==> config.mk <==
export PLATFORM = sky130hd
export DESIGN_NAME = rle_param_enc
export DESIGN_NICKNAME = d
export VERILOG_FILES = /design/src/rtl/rle_param_enc.sv
export SDC_FILE = /design/constraint.sdc
export NUM_CORES = 1
export LEC_CHECK = 0
export CAP_MARGIN = 20
export CORE_AREA = 2 2 167 136
export CTS_CLUSTER_SIZE = 28
export DETAILED_ROUTE_END_ITERATION = 10
export DIE_AREA = 0 0 169 138
export PLACE_DENSITY_LB_ADDON = 0.3
export SLEW_MARGIN = 10
export SYNTH_ARGS = -nofsm -noshare
export SYNTH_HDL_FRONTEND = slang
export SYNTH_SLANG_ARGS = --single-unit
==> constraint.sdc <==
create_clock -name clk -period 13.3 [get_ports clk]
set_clock_uncertainty 0.15 [all_clocks]
set_input_delay 1.995 -clock clk [delete_from_list [all_inputs] [get_ports clk]]
set_output_delay 1.995 -clock clk [all_outputs]
set_load 0.01 [all_outputs]
==> src/rtl/rle_param_enc.sv <==
// rle_param_enc
//
// Run-length encoder. It reads a byte message from a single-port word
// memory, compresses it into (symbol, count) records, and writes the packed
// records back to the same memory. The count field is CNT_BYTES bytes wide
// and stored LSB first. Runs longer than the count maximum are split into
// several records. Byte order in every memory word is little-endian.
//
// Ports:
//   clk, reset       system clock, asynchronous active-high reset
//   start            begin a frame; sampled only in IDLE
//   message_addr     byte address of the input message (low 2 bits ignored)
//   message_size     input length in bytes
//   rle_addr         byte address of the output area (low 2 bits ignored)
//   rle_size         number of record bytes produced; valid while done=1
//   done             level, frame complete
//   port_A_*         memory port; addr/we/data_in are registered outputs,
//                    data_out returns read data one cycle after the address
module rle_param_enc #(
  parameter int CNT_BYTES = 1,
  parameter int ADDR_W    = 16
) (
  input  logic              clk,
  input  logic              reset,
  input  logic              start,
  input  logic [31:0]       message_addr,
  input  logic [31:0]       message_size,
  input  logic [31:0]       rle_addr,
  output logic [31:0]       rle_size,
  output logic              done,
  output logic              port_A_clk,
  output logic [ADDR_W-1:0] port_A_addr,
  output logic              port_A_we,
  output logic [31:0]       port_A_data_in,
  input  logic [31:0]       port_A_data_out
);

  localparam int              CW        = 8 * CNT_BYTES;
  localparam int              RW        = 8 + CW;
  localparam int              PW        = ADDR_W - 2;
  localparam logic [CW-1:0]   CNT_MAX   = '1;
  localparam logic [1:0]      REC_BYTES = 2'(1 + CNT_BYTES);

  typedef enum logic [3:0] {
    S_IDLE, S_RD, S_WAIT, S_CAP, S_SCAN, S_EMIT, S_WR, S_FLUSH, S_DONE
  } state_t;

  state_t          state_q, state_d;
  logic [PW-1:0]   msg_ptr_q, msg_ptr_d;
  logic [PW-1:0]   out_ptr_q, out_ptr_d;
  logic [31:0]     bytes_left_q, bytes_left_d;
  logic [31:0]     word_q, word_d;
  logic            word_valid_q, word_valid_d;
  logic [1:0]      byte_idx_q, byte_idx_d;
  logic            have_run_q, have_run_d;
  logic [7:0]      run_sym_q, run_sym_d;
  logic [CW-1:0]   run_cnt_q, run_cnt_d;
  logic [RW-1:0]   stage_q, stage_d;
  logic [1:0]      stage_left_q, stage_left_d;
  logic            last_q, last_d;
  logic [31:0]     acc_q, acc_d;
  logic [2:0]      acc_cnt_q, acc_cnt_d;
  logic [31:0]     rle_size_q, rle_size_d;
  logic            done_q, done_d;
  logic [ADDR_W-1:0] addr_q, addr_d;
  logic            we_q, we_d;
  logic [31:0]     wdata_q, wdata_d;

  logic [31:0]     word_shifted;
  logic [7:0]      cur_byte;
  logic            unused_addr_bits;

  assign word_shifted     = word_q >> {byte_idx_q, 3'b000};
  assign cur_byte         = word_shifted[7:0];
  assign unused_addr_bits = ^{message_addr, rle_addr};

  assign port_A_clk     = clk;
  assign port_A_addr    = addr_q;
  assign port_A_we      = we_q;
  assign port_A_data_in = wdata_q;
  assign rle_size       = rle_size_q;
  assign done           = done_q;

  // Next-state logic. Memory write enable is a one-cycle pulse, so it
  // defaults low and is only raised by WR/FLUSH.
  always_comb begin
    state_d      = state_q;
    msg_ptr_d    = msg_ptr_q;
    out_ptr_d    = out_ptr_q;
    bytes_left_d = bytes_left_q;
    word_d       = word_q;
    word_valid_d = word_valid_q;
    byte_idx_d   = byte_idx_q;
    have_run_d   = have_run_q;
    run_sym_d    = run_sym_q;
    run_cnt_d    = run_cnt_q;
    stage_d      = stage_q;
    stage_left_d = stage_left_q;
    last_d       = last_q;
    acc_d        = acc_q;
    acc_cnt_d    = acc_cnt_q;
    rle_size_d   = rle_size_q;
    done_d       = done_q;
    addr_d       = addr_q;
    we_d         = 1'b0;
    wdata_d      = wdata_q;

    case (state_q)
      S_IDLE: begin
        if (start) begin
          msg_ptr_d    = message_addr[ADDR_W-1:2];
          out_ptr_d    = rle_addr[ADDR_W-1:2];
          bytes_left_d = message_size;
          done_d       = 1'b0;
          rle_size_d   = 32'd0;
          have_run_d   = 1'b0;
          word_valid_d = 1'b0;
          byte_idx_d   = 2'd0;
          last_d       = 1'b0;
          acc_d        = 32'd0;
          acc_cnt_d    = 3'd0;
          stage_left_d = 2'd0;
          state_d      = (message_size == 32'd0) ? S_DONE : S_RD;
        end
      end

      S_RD: begin
        addr_d    = {msg_ptr_q, 2'b00};
        msg_ptr_d = msg_ptr_q + 1'b1;
        state_d   = S_WAIT;
      end

      S_WAIT: state_d = S_CAP;

      S_CAP: begin
        word_d       = port_A_data_out;
        word_valid_d = 1'b1;
        byte_idx_d   = 2'd0;
        state_d      = S_SCAN;
      end

      // Message exhausted: flush the open run as the final record.
      // Otherwise fetch a word if needed, or consume one byte.
      S_SCAN: begin
        if (bytes_left_q == 32'd0) begin
          stage_d      = {run_cnt_q, run_sym_q};
          stage_left_d = REC_BYTES;
          last_d       = 1'b1;
          state_d      = S_EMIT;
        end else if (!word_valid_q) begin
          state_d = S_RD;
        end else begin
          bytes_left_d = bytes_left_q - 32'd1;
          byte_idx_d   = byte_idx_q + 2'd1;
          if (byte_idx_q == 2'd3) word_valid_d = 1'b0;
          if (have_run_q && cur_byte == run_sym_q && run_cnt_q != CNT_MAX) begin
            run_cnt_d = run_cnt_q + 1'b1;
          end else begin
            if (have_run_q) begin
              stage_d      = {run_cnt_q, run_sym_q};
              stage_left_d = REC_BYTES;
              state_d      = S_EMIT;
            end
            run_sym_d  = cur_byte;
            run_cnt_d  = CW'(1);
            have_run_d = 1'b1;
          end
          // Skip the extra SCAN cycle when the word is used up and more
          // message remains; the final byte stays in SCAN to stage the record.
          if (state_d == S_SCAN && byte_idx_q == 2'd3 && bytes_left_q != 32'd1)
            state_d = S_RD;
        end
      end

      // Accumulator lanes above acc_cnt are always zero, so OR-in is enough.
      S_EMIT: begin
        acc_d        = acc_q | (32'(stage_q[7:0]) << {acc_cnt_q[1:0], 3'b000});
        stage_d      = stage_q >> 8;
        stage_left_d = stage_left_q - 2'd1;
        acc_cnt_d    = acc_cnt_q + 3'd1;
        rle_size_d   = rle_size_q + 32'd1;
        if (acc_cnt_q == 3'd3)
          state_d = S_WR;
        else if (stage_left_q == 2'd1)
          state_d = last_q ? S_FLUSH : S_SCAN;
        else
          state_d = S_EMIT;
      end

      S_WR: begin
        addr_d    = {out_ptr_q, 2'b00};
        we_d      = 1'b1;
        wdata_d   = acc_q;
        out_ptr_d = out_ptr_q + 1'b1;
        acc_d     = 32'd0;
        acc_cnt_d = 3'd0;
        if (stage_left_q != 2'd0)
          state_d = S_EMIT;
        else
          state_d = last_q ? S_FLUSH : S_SCAN;
      end

      S_FLUSH: begin
        if (acc_cnt_q != 3'd0) begin
          addr_d    = {out_ptr_q, 2'b00};
          we_d      = 1'b1;
          wdata_d   = acc_q;
          out_ptr_d = out_ptr_q + 1'b1;
          acc_d     = 32'd0;
          acc_cnt_d = 3'd0;
        end
        state_d = S_DONE;
      end

      S_DONE: begin
        done_d = 1'b1;
        if (start) state_d = S_IDLE;
      end

      default: state_d = S_IDLE;
    endcase
  end

  // State and registered outputs.
  always_ff @(posedge clk or posedge reset) begin
    if (reset) begin
      state_q      <= S_IDLE;
      msg_ptr_q    <= '0;
      out_ptr_q    <= '0;
      bytes_left_q <= '0;
      word_q       <= '0;
      word_valid_q <= 1'b0;
      byte_idx_q   <= '0;
      have_run_q   <= 1'b0;
      run_sym_q    <= '0;
      run_cnt_q    <= '0;
      stage_q      <= '0;
      stage_left_q <= '0;
      last_q       <= 1'b0;
      acc_q        <= '0;
      acc_cnt_q    <= '0;
      rle_size_q   <= '0;
      done_q       <= 1'b0;
      addr_q       <= '0;
      we_q         <= 1'b0;
      wdata_q      <= '0;
    end else begin
      state_q      <= state_d;
      msg_ptr_q    <= msg_ptr_d;
      out_ptr_q    <= out_ptr_d;
      bytes_left_q <= bytes_left_d;
      word_q       <= word_d;
      word_valid_q <= word_valid_d;
      byte_idx_q   <= byte_idx_d;
      have_run_q   <= have_run_d;
      run_sym_q    <= run_sym_d;
      run_cnt_q    <= run_cnt_d;
      stage_q      <= stage_d;
      stage_left_q <= stage_left_d;
      last_q       <= last_d;
      acc_q        <= acc_d;
      acc_cnt_q    <= acc_cnt_d;
      rle_size_q   <= rle_size_d;
      done_q       <= done_d;
      addr_q       <= addr_d;
      we_q         <= we_d;
      wdata_q      <= wdata_d;
    end
  end

endmodule

# After elaboration in Yosys (flattened, before gate mapping)
# Index checks and enable logic that the tools add are counted.
# word_totals
ff_bits,252
input_bits,131
output_inout_bits,83
word_cells,160
# op_classes
n_addsub,8
eq_ne,25
shift,2
n_mux,65
bitwise,3
n_reduce_logical,37
# op_table
operator,count
32-bit 2-to-1 mux,6
32-bit one-hot mux with 2 select lines,3
32-bit one-hot mux with 4 select lines,1
16-bit 2-to-1 mux,5
32-bit logical NOT,2
16-bit one-hot mux with 3 select lines,1
4-bit 2-to-1 mux,11
14-bit 2-to-1 mux,3
14-bit one-hot mux with 3 select lines,1
4-bit one-hot mux with 9 select lines,1
"32-bit by 1-bit adder with 32-bit output, second input constant",1
"32-bit by 1-bit inequality test with 1-bit output, second input constant",1
32-bit OR,1
16-bit one-hot mux with 2 select lines,1
8-bit by 5-bit left shift with 32-bit output,1
32-bit by 5-bit >> shifter with 8-bit output,1
"32-bit by 1-bit subtractor with 32-bit output, second input constant",1
"14-bit by 1-bit adder with 14-bit output, second input constant",2
14-bit one-hot mux with 2 select lines,1
2-bit 2-to-1 mux,11
"4-bit by 3-bit equality test with 1-bit output, second input constant",5
4-bit AND reduction,4
3-bit AND reduction,5
3-bit nonzero test,5
other kinds (28),66

# Longest topological paths before layout
# Gate-level depths: netlist of the first run.
# depth
depth_word,15
mapped_depth,9
mapped_depth_nobuf,9

==> results of run 1 <==
-- power groups by stage --
stage / sequential, mW / clock, mW / combinational, mW
2_1_floorplan: 1.17 / 0.00620 / 0.767
3_3_place_gp: 1.23 / 0.00765 / 0.981
3_5_place_dp: 1.24 / 0.00765 / 1.02
4_1_cts: 1.23 / 0.797 / 1.02
5_1_grt: 1.27 / 0.831 / 1.14
6_report: 1.24 / 0.788 / 1.02
-- metrics by stage --
stage / instance area, um^2 / cells / setup slack, ns / hold WS, ns / total power [mW]
floorplan: 12100 / 1270 / 4.28 / 0.290 / 1.95
global placement: 14100 / 1676 / 4.06 / 0.298 / 2.22
detailed placement: 14100 / 1676 / 4.06 / 0.305 / 2.26
CTS: 15000 / 1727 / 3.79 / 0.322 / 3.05
global route: 15000 / 1727 / 3.79 / 0.342 / 3.24
finish: 15000 / 1727 / 3.80 / 0.318 / 3.04
-- cell usage in the layout (no fill, tap or decap), drive strengths merged, types with 5 or more instances in the layout --
| cell | n |
|---|---|
| clkdlybuf4s50 | 175 |
| clkinv | 9 |
| o22a | 5 |
| a21oi | 102 |
| mux2i | 29 |
| o22ai | 19 |
| o2bb2ai | 7 |
| a31oi | 9 |
| or3 | 7 |
| nor3 | 35 |
| ha | 12 |
| nand2 | 255 |
| dfrtp | 250 |
| and3 | 17 |
| o31ai | 8 |
| nor4 | 20 |
| nor2 | 118 |
| a22oi | 6 |
| inv | 19 |
| xnor2 | 7 |
| nand3 | 46 |
| a21o | 5 |
| a22o | 16 |
| nand4 | 7 |
| mux2 | 46 |
| clkbuf | 39 |
| o211ai | 9 |
| o21ai | 80 |
| buf | 14 |
| mux4 | 8 |
-- final cells by class --
cell class,instances,area (um^2)
fill,1714,6920
sequential,250,6260
multi-input combinational,938,5540
timing repair buffer,188,1850
clock buffer,40,803
tap,280,350
clock inverter,12,146
inverter,19,78.8
-- cells by family (layout without fill, tap and decap cells) --
kind of cell | count (synthesis) | count (layout) | share of synthesized area (%)
compound gates | 300 | 300 | 15.9
xor+xnor | 9 | 9 | 0.649
fa+ha+maj | 12 | 12 | 1.24
buf+inv | 82 | 259 | 3.10
flops | 250 | 250 | 51.5
mux | 83 | 83 | 8.20
other cells | 1 | 2 | 0.0309
simple gates | 532 | 532 | 19.4
-- worst paths after layout --
check,slack [ns],endpoint,startpoint
max in group asynchronous,9.03,word_q[13],reset
setup reg to reg,9.34,acc_q[17],state_q[2]
setup / recovery,3.80,port_A_clk,clk
min in group asynchronous,1.78,port_A_data_in[10],reset
hold / removal,0.32,port_A_data_in[5],acc_q[5]
hold reg to reg,0.32,port_A_data_in[5],acc_q[5]
-- per-layer routing --
metal  global-route usage [%]  wire, um  share of wire [%]
met1                     38.1     13700                 47
met2                     36.4     12900                 45
met3                     3.69      1720                6.0
met4                     5.76       534                1.8
met5                        0         0                  0
-- worst min-delay path, stage by stage (launching register included) --
cell and delay, ns:
dfrtp_1 0.34, nand2_1 0.05, nand2_1 0.05
-- sequential cells by signal, indices dropped and copies added, names as in the netlist --
signal          cells
acc_cnt_q           3
acc_q              32
byte_idx_q          2
bytes_left_q       32
done                1
have_run_q          1
last_q              1
msg_ptr_q          14
out_ptr_q          14
port_A_addr        14
port_A_data_in     32
port_A_we           1
rle_size           32
run_cnt_q           8
run_sym_q           8
stage_left_q        2
stage_q            16
state_q             4
word_q             32
word_valid_q        1
==> results.md, run 1 <==
* Outcome: finished clean
* CTS tree: built
* Worst hold path class: flip-flop to flip-flop
* Post-CTS Hold Fix Bufs at 0
* Internal power at 1.95 mW
* First-pass GRT wire length at 47300 um
* RSZ-0062 raised after global routing: false
* Mean Syn Cell Area at 9.57 um^2
* Synth Register Bits at 250
* Post-layout util at 68.5%
* Worst EP required at 11.15 ns
* Layout Area Growth over Synthesis at 23.8%
* Cells after Synth at 1269
* Yosys top cell area share at 51.5%
* Worst path max stage delay at 0.46 ns
* WP depth at 3
* Resize count post-CTS at 0
* Area contributors post-synth: dfrtp_1 52%, nand2_1 7.9%, a21oi_1 4.2%
* Max-Cap Viols at 0
* GRT overflow at 0
* Post-synth EDFFs at 0
* Antenna-violating nets left at 0
* Starting Density at 55.3%
* Clock slew at reported path FFs at 0.06 ns
* Reg power frac at 40.6%
* Seq/Total Area, Yosys at 51.5%
* Number of port buffers at 175
* CP startpoint kind: clock port
* Crit Path Class: clock port to output port
* Antenna violations before repair at 0
* Buffers and inverters on the worst path at 3
* Yosys cell types at 71
* Syn Std Cell Area at 12100 um^2
* Slew headroom at 24.1%
* Setup tns final at 0 ns
* GR Util All Layers at 24.5%
* Crit path max fanout at 2
* FF-to-FF path depth at 9
* Core ar. at 21900 um^2
* Starting DRC count in detailed routing at 966
* Most common cell in the netlist: nand2_1
* Postcts setup bufs at 0
* Clock share of power at 25.9%
* PD cells at 203 nW/um^2
* Slew Viols, Final at 0
* Drt pass-1 iters at 5
* Row cnt at 49
* Top_reg_cell synth: dfrtp_1
* Worst Hold Depth at 2
* Final Hold Vio Count at 0
* Net switching power at 1.09 mW
* HPWL Detailed at 19300 um
* Drt via density at 5.90
* Crit. End Element: output port
* Ant diodes at 0
* Post-synth ARST share at 100%
* Share of cells above drive strength 1 at 10.3%
* Lkg Pwr at 6.58 nW
* Die H at 138 um
* Final Setup Violations at 0
* Vias at 10183
* Peak supply drop at 126 uV
* Largest net degree at the start of global routing at 125
* Die area at 23300 um^2
* Cell family with most CP delay: buffers and inverters
* GPL Wtd Cong at 0.841
* I/O Pins at 214
* Crit path top cell by count: clkbuf_16
* Yosys top cell by area: dfrtp_1
* Worst-Skew Late Latency at 0.65 ns
* Worst EP arrival at 7.36 ns
* Switching part of the total at 35.9%
* Worst path slowest cell: clkdlybuf4s50_1
* Vias in the first global route at 9400
* Ys Warns at 0
* Slew @ Worst Pin at 1.13 ns
* Routed WL per cell at 16.7 um
* Nets at 1570
* Die X at 169 um
* Final WL at 28900 um
* Comb power frac at 33.5%
* List of most frequent post-synthesis cells: 254 x nand2_1, 250 x dfrtp_1, 118 x nor2_1, 102 x a21oi_1, 56 x o21ai_0
* Cells along the critical path: clkbuf_16 > clkbuf_16 > clkdlybuf4s50_1
* DRC Markers at 0
No activity file was read; power rests on OpenSTA's default activity.
==> run 2, diff against run 1 <==
Settings changed: CORE_AREA 2 2 167 136 to 2 2 181 148, DIE_AREA 0 0 169 138 to 0 0 183 150.
Clock period 13.3 ns to 8.6 ns, I/O delays scaled along.
==> run 2 against run 1 <==
- cell count rose by 2.9%
- non-clock buffer count rose by 2
- via count fell by 0.89%
- utilization fell by 9.5 points
- combinational power rose by 55%
- total power rose by 57%
- sequential power rose by 55%
- setup slack got worse by 1.6 ns
- critical endpoint unchanged
- design area rose by 0.95%
==> results.md, run 2 (same netlist as run 1, synthesis figures left out) <==
* Outcome: finished clean
* Die X at 183 um (+8.3%)
* Vias at 10092 (-0.89%)
* Crit. End Element: output port
* Number of port buffers at 175 (unchanged)
* Ant diodes at 0 (unchanged)
* Commonest cells after routing, fill and taps aside: 254 x nand2_1, 250 x dfrtp_1, 175 x clkdlybuf4s50_1
* Worst EP required at 7.16 ns (-3.99 ns)
* Die area at 27500 um^2 (+18%)
* Postcts setup bufs at 0 (unchanged)
* Largest net degree at the start of global routing at 143 (+14%)
* Crit path max fanout at 2 (unchanged)
* Slew Viols, Final at 0 (unchanged)
* Final Hold Vio Count at 0 (unchanged)
* Final Setup Violations at 0 (unchanged)
* Antenna violations before repair at 0 (unchanged)
* Final WL at 29400 um (+1.7%)
* Slew @ Worst Pin at 1.06 ns (-0.0712 ns)
* GRT overflow at 0 (unchanged)
* Commonest non-fill, non-tap cell in the layout: nand2_1
* Post-CTS Hold Fix Bufs at 0 (unchanged)
* RSZ-0062 raised after global routing: false
* Starting Density at 47.2% (-8.1 points)
* Drt via density at 5.68 (-3.7%)
* I/O Pins at 214 (unchanged)
* Layout Area Growth over Synthesis at 24.9%
* DRC Markers at 0 (unchanged)
* Core ar. at 25700 um^2 (+17%)
* CTS tree: built
* Share of cells above drive strength 1 at 10.7% (+0.41 points)
* Slew headroom at 28.9% (+4.8 points)
* GPL Wtd Cong at 0.847 (+0.70%)
* Drt pass-1 iters at 5 (unchanged)
* Row cnt at 53 (+8.2%)
* Crit Path Class: clock port to output port
* Worst hold path class: flip-flop to flip-flop
* Clock slew at reported path FFs at 0.06 ns (about the same)
* HPWL Detailed at 19800 um (+2.8%)
* Nets at 1573 (+0.19%)
* Post-layout util at 58.9% (-9.5 points)
* Antenna-violating nets left at 0 (unchanged)
* Starting DRC count in detailed routing at 970 (+0.41%)
* Setup tns final at 0 ns (unchanged)
* GR Util All Layers at 21.5% (-2.9 points)
* Peak supply drop at 173 uV (+38%)
* Routed WL per cell at 16.5 um (-1.1%)
* Worst EP arrival at 5.01 ns (-2.35 ns)
* FF-to-FF setup slack at 4.75 ns (-4.59 ns)
* Resize count post-CTS at 0 (unchanged)
* PD cells at 315 nW/um^2 (+56%)
* First-pass GRT wire length at 48700 um (+2.9%)
* Die H at 150 um (+8.7%)
* Lkg Pwr at 6.62 nW (+0.67%)
* Worst-Skew Late Latency at 0.65 ns (about the same)
* Vias in the first global route at 9569 (+1.8%)
* Max-Cap Viols at 0 (unchanged)
* CP startpoint kind: clock port
[run 2: cell count changes in the layout (fill, tap and decap cells not counted)]
cell,previous run,this run
clkinv_8,1,0
clkinv_2,8,4
clkbuf_1,7,1
clkbuf_16,29,30
clkbuf_8,3,10
buf_2,0,2
clkinvlp_4,0,1
[run 2: power by group]
| part | internal, mW | switching (mW) |
|---|---|---|
| clock | 0.811 | 0.481 |
| sequential | 1.55 | 0.369 |
| combinational | 0.729 | 0.848 |
[run 2: final timing paths]
check	depth (start not counted)	startpoint	end
worst max-delay path	3	clk	port_A_clk
worst min register to register	2	acc_q[24]	port_A_data_in[24]
worst max register to register	9	state_q[2]	acc_q[24]
min in group asynchronous	2	reset	port_A_data_in[9]
max in group asynchronous	3	reset	bytes_left_q[28]
worst min-delay path	2	acc_q[24]	port_A_data_in[24]
[run 2: metal layers]
layer | vias to the layer above | global-route usage [%] | routed length (um)
met5 | - | 0 | 0
met4 | 0 | 5.00 | 551
met3 | 48 | 3.70 | 1650
met2 | 314 | 32.1 | 13000
met1 | 4900 | 32.8 | 14200
li1 | 4830 | - | -
[run 2: cell type report]
| class | count | area (um^2) |
|---|---|---|
| clock buffers | 42 | 902 |
| clock inverters | 8 | 118 |
| fillers | 2196 | 10600 |
| inverters | 19 | 78.8 |
| multi-input cells | 938 | 5540 |
| flip-flops and latches | 250 | 6260 |
| well taps | 330 | 413 |
| repair buffers | 190 | 1860 |
[run 2: stage by stage]
stage          instances  power [mW]  hold WS, ns  worst slack [ns]  instance area, um^2
2_1_floorplan       1270        3.01        0.290             0.288                12100
3_5_place_dp        1726        3.51        0.299              2.41                14100
5_1_grt             1777        5.10        0.331              2.13                15200
6_report            1777        4.78        0.304              2.15                15200
3_3_place_gp        1726        3.45        0.302              2.41                14100
4_1_cts             1775        4.81        0.309              2.15                15200
[run 2: critical path, stage by stage]
cell,delay [ns]
clkbuf_16,0.12
clkbuf_16,0.13
clkdlybuf4s50_1,0.46
==> patch, RTL diff (flow settings as in run 2) <==
Re-encode `state_t` (9 states) as one-hot, 9 bits wide.
--- a/src/rtl/rle_param_enc.sv
+++ b/src/rtl/rle_param_enc.sv
@@ -42,6 +42,6 @@
   localparam logic [1:0]      REC_BYTES = 2'(1 + CNT_BYTES);
 
-  typedef enum logic [3:0] {
-    S_IDLE, S_RD, S_WAIT, S_CAP, S_SCAN, S_EMIT, S_WR, S_FLUSH, S_DONE
+  typedef enum logic [8:0] {
+    S_IDLE = 9'b000000001, S_RD = 9'b000000010, S_WAIT = 9'b000000100, S_CAP = 9'b000001000, S_SCAN = 9'b000010000, S_EMIT = 9'b000100000, S_WR = 9'b001000000, S_FLUSH = 9'b010000000, S_DONE = 9'b100000000
   } state_t;
 
Check against the original RTL: no difference found for any inputs over 4 cycles, from zero or initial values and one cycle with reset high; so few cycles prove little.
==> patch against run 2 <==
Sequential cell count grew 5. Synthesized area grew 4.6%. Setup slack lost 3.2 ps. Total power shrank 16%. Hold slack gained 27 ps. Wire length grew 9.6%. Design area grew 3.8%. Critical path type unchanged. Critical endpoint unchanged. Largest cell class unchanged. Largest power group unchanged. Highest routed layer unchanged.
==> patch: results (changes against run 2) <==
* Initial antenna violation count at 0 (unchanged)
* Area contributors post-synth: dfrtp_1, mux2_2, a21oi_1, nor2_1, nand2_1 (was dfrtp_1, nand2_1, a21oi_1, mux2_2, nor2_1)
* WL/cell at 17.84 um (was 16.53 um)
* Critical-path maximum fanout at 2 (unchanged)
* Syn. warnings at 0 (unchanged)
* WP data arrival at 5010 ps (about the same)
* Pin count of the biggest net entering global routing at 117 (was 143)
* Maximum vdd drop at 0.0001522 V (was 0.0001733 V)
* Vias in the first global route at 10320 (was 9569)
* Full die area at 27450 um^2 (unchanged)
* Fin cells at 1804 (was 1777)
* FF-to-FF setup slack at 4610 ps (was 4750 ps)
* Latest clock arrival within the worst-skew pair at 660 ps
* Post-DP Area at 14700 um^2 (was 14150 um^2)
* Syn Inst Count at 1297 (was 1269)
* Seq/Total Area, Yosys at 50.28% (was 51.53%)
* Status: completed (unchanged)
* Asr flop ratio synth at 100.0% (unchanged)
* PortBufs at 175 (unchanged)
* Reg2reg start: state_q[1] (was state_q[2])
* RD Place Congestion at 0.8909 (was 0.8466)
* Max Slew Vio Count at 0 (unchanged)
* Share of layout cells above drive strength 1 at 11.80% (was 10.71%)
* Critical path origin: clk (unchanged)
* Leakage Power at 6.555 nW (was 6.622 nW)
* First-pass GRT wire length at 52860 um (was 48730 um)
* Rel. slew slack at 29.64% (was 28.87%)
* Final nets at 1596 (was 1573)
* Min-delay worst type: reg -> reg (unchanged)
* Via count at 10570 (was 10090)
* Netlist cell types at 83 (was 71)
* DR iter-0 viols at 1009 (was 970)
* DP Wirelength at 22040 um (was 19800 um)
* CTS clk-pin slew, worst paths at 60 ps (about the same)
* Pre-CTS setup slack at 2411 ps (unchanged)
* Commonest cells in the netlist: dfrtp_1, nor2_1, nand2_1 (was nand2_1, dfrtp_1, nor2_1)
* GRT Util Overall at 23.71% (was 21.53%)
* Beginning of the worst hold path: done (was acc_q[24])
* Number of antenna diodes at 0 (unchanged)
* Post-CTS Resized at 0 (unchanged)
* TritonRoute pass-1 iters at 5 (unchanged)
* Postcts setup bufs at 0 (unchanged)
## patch: cell count changes after synthesis, sizes merged, moves of 11 or more
cell and change:
xnor2 +17, buf +12, inv +13, mux2i -20, a21oi +16, a31oi +17, nand4 +18, mux2 +31
a22o -11, nor2 +29, nand2 -126
## patch: area by class of cell
| type | instances | area, um^2 |
|---|---|---|
| Clock buffer | 48 | 924.6 |
| Clock inverter | 6 | 112.6 |
| Fill cell | 2175 | 9986 |
| Inverter | 32 | 127.6 |
| Multi-Input combinational cell | 945 | 5924 |
| Sequential cell | 255 | 6382 |
| Tap cell | 330 | 412.9 |
| Timing Repair Buffer | 188 | 1859 |
## patch: kinds of logic (layout without fill, tap and decap cells)
logic type | Yosys count | in the layout | synth area share [%]
and+or+nand+nor | 493 | 493 | 19.13
AOI/OAI and AO/OA | 309 | 309 | 14.55
DFF | 255 | 255 | 50.28
buffers and inverters | 98 | 274 | 3.282
muxes | 94 | 94 | 9.078
xor gates and xnor gates | 35 | 35 | 2.474
adders and majority gates | 12 | 12 | 1.183
other | 1 | 2 | 0.02954
## patch: power by group
group / total [mW] / switching [mW] / internal, mW
sequential: 1.71 / 0.246 / 1.46
combinational: 1.01 / 0.567 / 0.447
clock: 1.32 / 0.497 / 0.822
total: 4.04 / 1.31 / 2.73
## patch: worst paths after layout
kind / endpoint / cells past startpoint
setup / recovery: port_A_clk / 3
hold / removal: done / 2
setup reg to reg: bytes_left_q[22] / 6
hold reg to reg: done / 2
max in group asynchronous: run_cnt_q[6] / 3
min in group asynchronous: port_A_data_in[22] / 2
## patch: per-stage QoR
stage                     power [mW]  util (%)  hold slack (ps)
after floorplan                2.394         -            297.6
after global placement         2.700     57.12            310.6
after detailed placement       2.740     57.12            324.1
after CTS                      4.056     61.11            336.4
after global routing           4.272     61.19            369.6
final                          4.038     61.19            330.2
## patch: worst max-delay path, cell delays in order
cell and delay (ps):
clkbuf_16 120, clkbuf_16 130, clkdlybuf4s50_1 460
## patch: per-layer routing
| metal | vias up | wire (um) | track usage, % | part of all wire [%] |
|---|---|---|---|---|
| met3 | 54 | 2118 | 3.943 | 6.6 |
| met2 | 375 | 14540 | 38.26 | 45 |
| met1 | 5169 | 14760 | 33.45 | 46 |
| met4 | 0 | 770 | 6.280 | 2.4 |
| li1 | 4970 | - | - | - |
| met5 | - | 0 | 0 | 0 |
